`src/rtl/cpu_types_pkg.sv`:
```
// Shared CPU types: extender modes and default field widths.
// Imported by the extender core, its pipeline wrapper and handshake interface.
package cpu_types_pkg;

  localparam int DEF_WORD_W = 32;
  localparam int DEF_IMM_W  = 16;
  localparam int DEF_ADDR_W = 26;
  localparam int EXT_MODE_W = 3;

  typedef enum logic [EXT_MODE_W-1:0] {
    ZERO   = 3'd0,
    SIGN   = 3'd1,
    UPPER  = 3'd2,
    JUMP   = 3'd3,
    BRANCH = 3'd4
  } ext_mode_t;

endpackage

```
`src/rtl/extender_pipe_if.sv`:
```
// Valid/ready request and result bundle for the pipelined extender.
// slave is the extender side, master is the decode/execute side.
interface extender_pipe_if
  import cpu_types_pkg::*;
#(
  parameter int WORD_W = DEF_WORD_W,
  parameter int IMM_W  = DEF_IMM_W,
  parameter int ADDR_W = DEF_ADDR_W
);

  logic                  in_valid;
  logic                  in_ready;
  logic [EXT_MODE_W-1:0] in_mode;
  logic [IMM_W-1:0]      in_imm16;
  logic [ADDR_W-1:0]     in_imm26;
  logic [WORD_W-1:0]     in_npc;
  logic                  out_valid;
  logic                  out_ready;
  logic [WORD_W-1:0]     out_word;
  logic                  out_err;

  modport slave (
    input  in_valid, in_mode, in_imm16,
    input  in_imm26, in_npc, out_ready,
    output in_ready, out_valid,
    output out_word, out_err
  );

  modport master (
    output in_valid, in_mode, in_imm16,
    output in_imm26, in_npc, out_ready,
    input  in_ready, out_valid,
    input  out_word, out_err
  );

endinterface

```
`src/rtl/extender_core.sv`:
```
// Combinational immediate extender: mode + fields -> word + err.
// Shared by the pipelined wrapper and any single-cycle path.
module extender_core
  import cpu_types_pkg::*;
#(
  parameter int WORD_W = DEF_WORD_W,
  parameter int IMM_W  = DEF_IMM_W,
  parameter int ADDR_W = DEF_ADDR_W
) (
  input  logic [EXT_MODE_W-1:0] mode,
  input  logic [IMM_W-1:0]      imm16,
  input  logic [ADDR_W-1:0]     imm26,
  input  logic [WORD_W-1:0]     npc,
  output logic [WORD_W-1:0]     word,
  output logic                  err
);

  localparam int PAD = WORD_W - IMM_W;
  localparam int JLO = ADDR_W + 2;

  logic [WORD_W-1:0] zext;
  logic [WORD_W-1:0] sext;
  logic [WORD_W-1:0] jfield;
  logic [WORD_W-1:0] jmask;

  assign zext   = {{PAD{1'b0}}, imm16};
  assign sext   = {{PAD{imm16[IMM_W-1]}}, imm16};
  assign jfield = WORD_W'({imm26, 2'b00});
  // Mask keeps the npc bits above the jump field; empty when the field fills the word.
  assign jmask  = ~((WORD_W'(1) << JLO) - WORD_W'(1));

  always_comb begin
    word = '0;
    err  = 1'b0;
    unique case (mode)
      ZERO:    word = zext;
      SIGN:    word = sext;
      UPPER:   word = {imm16, {PAD{1'b0}}};
      JUMP:    word = (npc & jmask) | jfield;
      BRANCH:  word = npc + (sext << 2);
      default: err  = 1'b1;
    endcase
  end

endmodule

```
`src/rtl/extender_pipe.sv`:
```
// Two-stage pipelined immediate extender with valid/ready flow control,
// synchronous flush and reserved-mode error flag.
module extender_pipe
  import cpu_types_pkg::*;
#(
  parameter int WORD_W = DEF_WORD_W,
  parameter int IMM_W  = DEF_IMM_W,
  parameter int ADDR_W = DEF_ADDR_W
) (
  input  logic            CLK,
  input  logic            RST,
  input  logic            flush,
  extender_pipe_if.slave  bus
);

  logic                  s1_valid;
  logic [EXT_MODE_W-1:0] s1_mode;
  logic [IMM_W-1:0]      s1_imm16;
  logic [ADDR_W-1:0]     s1_imm26;
  logic [WORD_W-1:0]     s1_npc;

  logic                  s2_valid;
  logic [WORD_W-1:0]     s2_word;
  logic                  s2_err;

  logic                  s2_adv;
  logic                  s1_adv;
  logic                  in_ready;
  logic                  accept;
  logic [WORD_W-1:0]     core_word;
  logic                  core_err;

  assign s2_adv   = !s2_valid || bus.out_ready;
  assign s1_adv   = s2_adv;
  assign in_ready = (!s1_valid || s1_adv) && !flush;
  assign accept   = bus.in_valid && in_ready;

  assign bus.in_ready  = in_ready;
  assign bus.out_valid = s2_valid;
  assign bus.out_word  = s2_word;
  assign bus.out_err   = s2_err;

  extender_core #(
    .WORD_W (WORD_W),
    .IMM_W  (IMM_W),
    .ADDR_W (ADDR_W)
  ) u_core (
    .mode  (s1_mode),
    .imm16 (s1_imm16),
    .imm26 (s1_imm26),
    .npc   (s1_npc),
    .word  (core_word),
    .err   (core_err)
  );

  always_ff @(posedge CLK or posedge RST) begin
    if (RST) begin
      s1_valid <= 1'b0;
      s1_mode  <= '0;
      s1_imm16 <= '0;
      s1_imm26 <= '0;
      s1_npc   <= '0;
      s2_valid <= 1'b0;
      s2_word  <= '0;
      s2_err   <= 1'b0;
    end else if (flush) begin
      s1_valid <= 1'b0;
      s2_valid <= 1'b0;
    end else begin
      if (in_ready) s1_valid <= bus.in_valid;
      if (accept) begin
        s1_mode  <= bus.in_mode;
        s1_imm16 <= bus.in_imm16;
        s1_imm26 <= bus.in_imm26;
        s1_npc   <= bus.in_npc;
      end
      // Result registers only move when S2 is free, so a stalled word holds.
      if (s2_adv) begin
        s2_valid <= s1_valid;
        if (s1_valid) begin
          s2_word <= core_word;
          s2_err  <= core_err;
        end
      end
    end
  end

endmodule

```
`src/flat_wrapper.sv`:
```
// flat-port wrapper written by rule: the top's interface ports become plain ports
module extender_pipe_flat import cpu_types_pkg::*;
#(
  parameter int WORD_W = DEF_WORD_W,
  parameter int IMM_W  = DEF_IMM_W,
  parameter int ADDR_W = DEF_ADDR_W
)
  (CLK, RST, flush, bus_in_valid, bus_in_mode, bus_in_imm16, bus_in_imm26, bus_in_npc, bus_out_ready, bus_in_ready, bus_out_valid, bus_out_word, bus_out_err);
  extender_pipe_if #(.WORD_W(WORD_W), .IMM_W(IMM_W), .ADDR_W(ADDR_W)) bus_i ();
  input  logic CLK;
  input  logic RST;
  input  logic flush;
  input wire logic [$bits(bus_i.in_valid)-1:0] bus_in_valid;
  input wire logic [$bits(bus_i.in_mode)-1:0] bus_in_mode;
  input wire logic [$bits(bus_i.in_imm16)-1:0] bus_in_imm16;
  input wire logic [$bits(bus_i.in_imm26)-1:0] bus_in_imm26;
  input wire logic [$bits(bus_i.in_npc)-1:0] bus_in_npc;
  input wire logic [$bits(bus_i.out_ready)-1:0] bus_out_ready;
  output wire logic [$bits(bus_i.in_ready)-1:0] bus_in_ready;
  output wire logic [$bits(bus_i.out_valid)-1:0] bus_out_valid;
  output wire logic [$bits(bus_i.out_word)-1:0] bus_out_word;
  output wire logic [$bits(bus_i.out_err)-1:0] bus_out_err;
  assign bus_i.in_valid = bus_in_valid;
  assign bus_i.in_mode = bus_in_mode;
  assign bus_i.in_imm16 = bus_in_imm16;
  assign bus_i.in_imm26 = bus_in_imm26;
  assign bus_i.in_npc = bus_in_npc;
  assign bus_i.out_ready = bus_out_ready;
  assign bus_in_ready = bus_i.in_ready;
  assign bus_out_valid = bus_i.out_valid;
  assign bus_out_word = bus_i.out_word;
  assign bus_out_err = bus_i.out_err;
  extender_pipe #(.WORD_W(WORD_W), .IMM_W(IMM_W), .ADDR_W(ADDR_W)) u_core (.CLK(CLK), .RST(RST), .flush(flush), .bus(bus_i));
endmodule
```
`config.mk`:
```
export PLATFORM = sky130hd
export DESIGN_NAME = extender_pipe_flat
export DESIGN_NICKNAME = d
export VERILOG_FILES = /design/src/rtl/cpu_types_pkg.sv /design/src/rtl/extender_pipe_if.sv /design/src/rtl/extender_core.sv /design/src/rtl/extender_pipe.sv /design/src/flat_wrapper.sv
export SDC_FILE = /design/constraint.sdc
export NUM_CORES = 1
export LEC_CHECK = 0
export CAP_MARGIN = 10
export CORE_ASPECT_RATIO = 1.5
export CORE_MARGIN = 1.5
export CORE_UTILIZATION = 48
export DETAILED_ROUTE_END_ITERATION = 12
export PLACE_DENSITY = 0.76
export SETUP_SLACK_MARGIN = 0.2
export SLEW_MARGIN = 25
export SYNTH_ARGS = -nofsm -noshare
export SYNTH_HDL_FRONTEND = slang
export SYNTH_HIERARCHICAL = 1
export SYNTH_SLANG_ARGS = --single-unit
```
`constraint.sdc`:
```
create_clock -name CLK -period 3.5 [get_ports CLK]
set_input_delay 0.7 -clock CLK [delete_from_list [all_inputs] [get_ports CLK]]
set_output_delay 0.7 -clock CLK [all_outputs]
set_load 0.01 [all_outputs]
```
==> implementation parameters <==
Parameter                              Value

Status
  Run status ... complete, but fails checks
  Failing checks ... DRC

Setup path
  Reg-to-reg setup timing slack ... 0.40 ns
  Kind of launch point of the worst setup path ... flop
  Kind of critical path ... reg2reg
  Max stage delay cell, worst path ... a2111oi_1
  CP Capture Type ... flop
  Maximum fanout count along the critical path ... 6
  CP cell instances ... ha_1 > a21o_1 > nand4_1 > a21oi_2 > o2111ai_2 > a2111oi_1 > o21a_1 > o32ai_1 > mux2_2
  Slowest cell delay on critical path ... 0.78 ns
  Worst EP required ... 3.75 ns
  Data arrival time at the worst-slack endpoint ... about 3.4 ns

Place
  Cell area reported after detailed placement ... 7930 µm²
  Placer Congestion ... 0.923
  Placed instance count ... ~860
  Sum of net half-perimeters after detailed placement ... around 14000 µm
  Input/output buffers ... 116

Clocking
  Number of buffers inserted during clock tree synthesis ... 9
  Buffers from clock root to sink, at most ... 2
  CTS tree ... built
  Hold-fix buffers at CTS ... 0
  Count of instances resized after the clock tree is built ... 0
  Worst skew pair latency ... 0.35 ns
  Clock input transition at the sequential cells of the worst setup and hold paths ... 0.08 ns
  H-tree levels ... 3
  Clock sink count ... around 110
  Clock root buffer ... clkbuf_16
  Setup fix buffers added after clock tree synthesis ... 0

Power and ir drop
  Total Power Consumption ... 4.88 mW
  Leak Pwr ... 3.49 nW
  Worst vdd ir ... 0.000277 V
  Pwr/cell area ... around 590 nW/µm²

Detailed routing
  Count of nets left with antenna violations after detail routing ... 0
  Total DRC errors in the routed layout ... 7
  First-pass DRT Iterations ... 9
  Mean routed wirelength per cell ... between 20 and 25 µm
  First-iteration detailed-routing DRC count ... 288
  Total detailed-routing wirelength ... 18200 µm
  Routed via count ... between 5000 and 6000
  Vias per Instance ... 6.00

Global routing
  Aggregate global routing overflow ... 0
  Antenna violations before repair ... 0
  Total Routing Usage GR ... 26.0%
  Largest net degree at the start of global routing ... 78
  Wire length of the first global-routing pass ... 29000 µm
  Via count of the first global-routing pass ... 5580

STA
  Unrepaired setup endpoints after global routing ... no
  Ratio of final minimum period to clock period ... approximately nine tenths
  Post-route minimum period ... 3.10 ns
  Clock Skews ... between 0.008 and 0.009 ns
  Final setup violation count ... 0
  Number of max-slew violations in the final report ... 0
  Hold Vio Cnt, Final ... 0
  F_max ... 322 MHz
  Worst-Margin Slew ... just over 0.8 ns
  Total negative slack ... 0 ns
  Relative slew margins ... 44.5%

Layout
  Fraction of layout cells with a size suffix above 1 ... 18.0%
  Nets ... 818
  Area of all placed cells without fillers ... 8220 µm²
  Number of fill cells in the layout ... 1141
  N_diodes ... 0
  Count of placed standard cells in the final layout, fillers left out ... 873
  Synth-to-Final Area Change ... 24.4%
  Flip-flop and latch area ... between 2000 and 3000 µm²
  Area used by multi-input combinational logic ... 3610 µm²

Job
  Max Cap Violations ... 0

Logic synthesis
  Cell area after synthesis ... 6610 µm²
  Commonest cells post-synth ... dfrtp_1 (112), mux2_2 (90), a21oi_1 (44), nand2_1 (37), mux2_1 (36)
  Dominant cell type by area after synthesis ... dfrtp_1
  Unique masters post-synth ... 62
  Cell with the most instances after synthesis ... dfrtp_1
  Portion of synthesized cell area occupied by the leading cell type ... 42.4%
  Net count of the mapped netlist ... 713
  Largest cells by area after synthesis ... dfrtp_1 (42%), mux2_2 (15%), mux2_1 (6.1%)
  Top FF cell, synth ... dfrtp_1
  #FFs+latches synth ... between 100 and 150
  Synth Instances ... about 600
  Number of synthesis warnings ... 6
  Number of enable flip-flop cells after synthesis ... 0
  Register area share after synthesis ... 42.4%
  Post-synth ARST share ... between 90% and 100%
  Average cell area after synthesis ... 11.0 µm²

Floorplan
  Starting utilization of the core area ... 49.0%
  Horizontal extent of the die ... 98.8 µm
  Full die area ... around 14000 µm²
  Placement row count ... 52
  Number of top-level design ports ... ~120
  Core footprint ... 13500 µm²
  Y dimension of the die ... roughly 150 µm

Min path
  Type of the tightest min-delay check ... reg2reg
## layout make-up
class / instances / area share [%]
timing repair buffer: 127 / 15.6
clock inverter: 7 / 0.822
sequential: 112 / 34.1
inverter: 7 / 0.365
tap: 162 / 2.47
multi-input combinational: 449 / 43.9
clock buffer: 9 / 2.74
## critical path, delay by kind of cell (launching register included)
kind                       cells  cell delay [ns]
AOI/OAI and AO/OA              6             1.74
adders and majority gates      1             0.31
DFF                            1             0.46
muxes                          1             0.29
and+or+nand+nor                1             0.20
## cells in the final DEF (no fill, tap or decap), drive strengths merged, types with 6 or more instances in the layout
cell and instances:
nand2 37, xnor2 12, nor3 8, o22ai 10, a21o 16, mux2 126
nor2 26, inv 10, dfrtp 112, clkbuf 9, clkdlybuf4s50 116, xor2 8
nor2b 7, a22oi 11, o21ai 30, buf 11, nand4 7, ha 29
nand3 6, a21oi 45, a31oi 7
## cell families (layout without fill, tap and decap cells)
kind of cell    count (synthesis)  in the layout  share of synthesized area [%]
fa+ha+maj                      30             30                           5.80
mux                           126            126                           21.5
xor+xnor                       20             20                           2.65
compound gates                158            158                           16.0
simple gates                  115            115                           8.66
flops                         112            112                           42.4
buf+inv                        40            150                           3.03
## power by group
part / switching [mW] / total (mW) / internal [mW]
combinational: 1.04 / 2.07 / 1.03
clock: 0.512 / 1.02 / 0.503
sequential: 0.223 / 1.79 / 1.57
total: 1.78 / 4.88 / 3.10
## stage by stage
stage	worst slack, ns	util, %	hold slack, ns
floorplan	0.695	-	0.459
global placement	0.503	58.8	0.472
detailed placement	0.445	58.8	0.478
CTS	0.428	61.0	0.502
global route	0.290	61.0	0.516
finish	0.396	61.0	0.500
## metal layers
| metal | vias to the layer above | GRT usage (%) | part of all wire [%] |
|---|---|---|---|
| met2 | 156 | 48.2 | 55 |
| li1 | 2447 | - | - |
| met5 | - | 0 | 0 |
| met4 | 0 | 13.3 | 5.1 |
| met1 | 2586 | 28.0 | 36 |
| met3 | 49 | 4.07 | 4.0 |
## path summary, 6_finish.rpt
| kind | start | to | cells after the start |
|---|---|---|---|
| worst max-delay path | u_core/s1_imm16[1] | u_core/bus.out_word[29] | 9 |
| worst min-delay path | u_core/bus.out_word[19] | u_core/bus.out_word[19] | 1 |
| worst max register to register | u_core/s1_imm16[1] | u_core/bus.out_word[29] | 9 |
| worst min register to register | u_core/bus.out_word[19] | u_core/bus.out_word[19] | 1 |
| max in group asynchronous | RST | u_core/bus.out_word[20] | 3 |
| min in group asynchronous | RST | u_core/s1_imm16[4] | 2 |
## sequential cells by signal (all words and copies together), names as in the netlist
name / count
u_core/bus.out_word: 32
u_core/s1_npc: 32
u_core/s1_imm26: 26
u_core/s1_imm16: 16
u_core/s1_mode: 3
u_core/bus.out_err: 1
u_core/bus.out_valid: 1
u_core/s1_valid: 1
No activity file was read; power rests on OpenSTA's default activity.
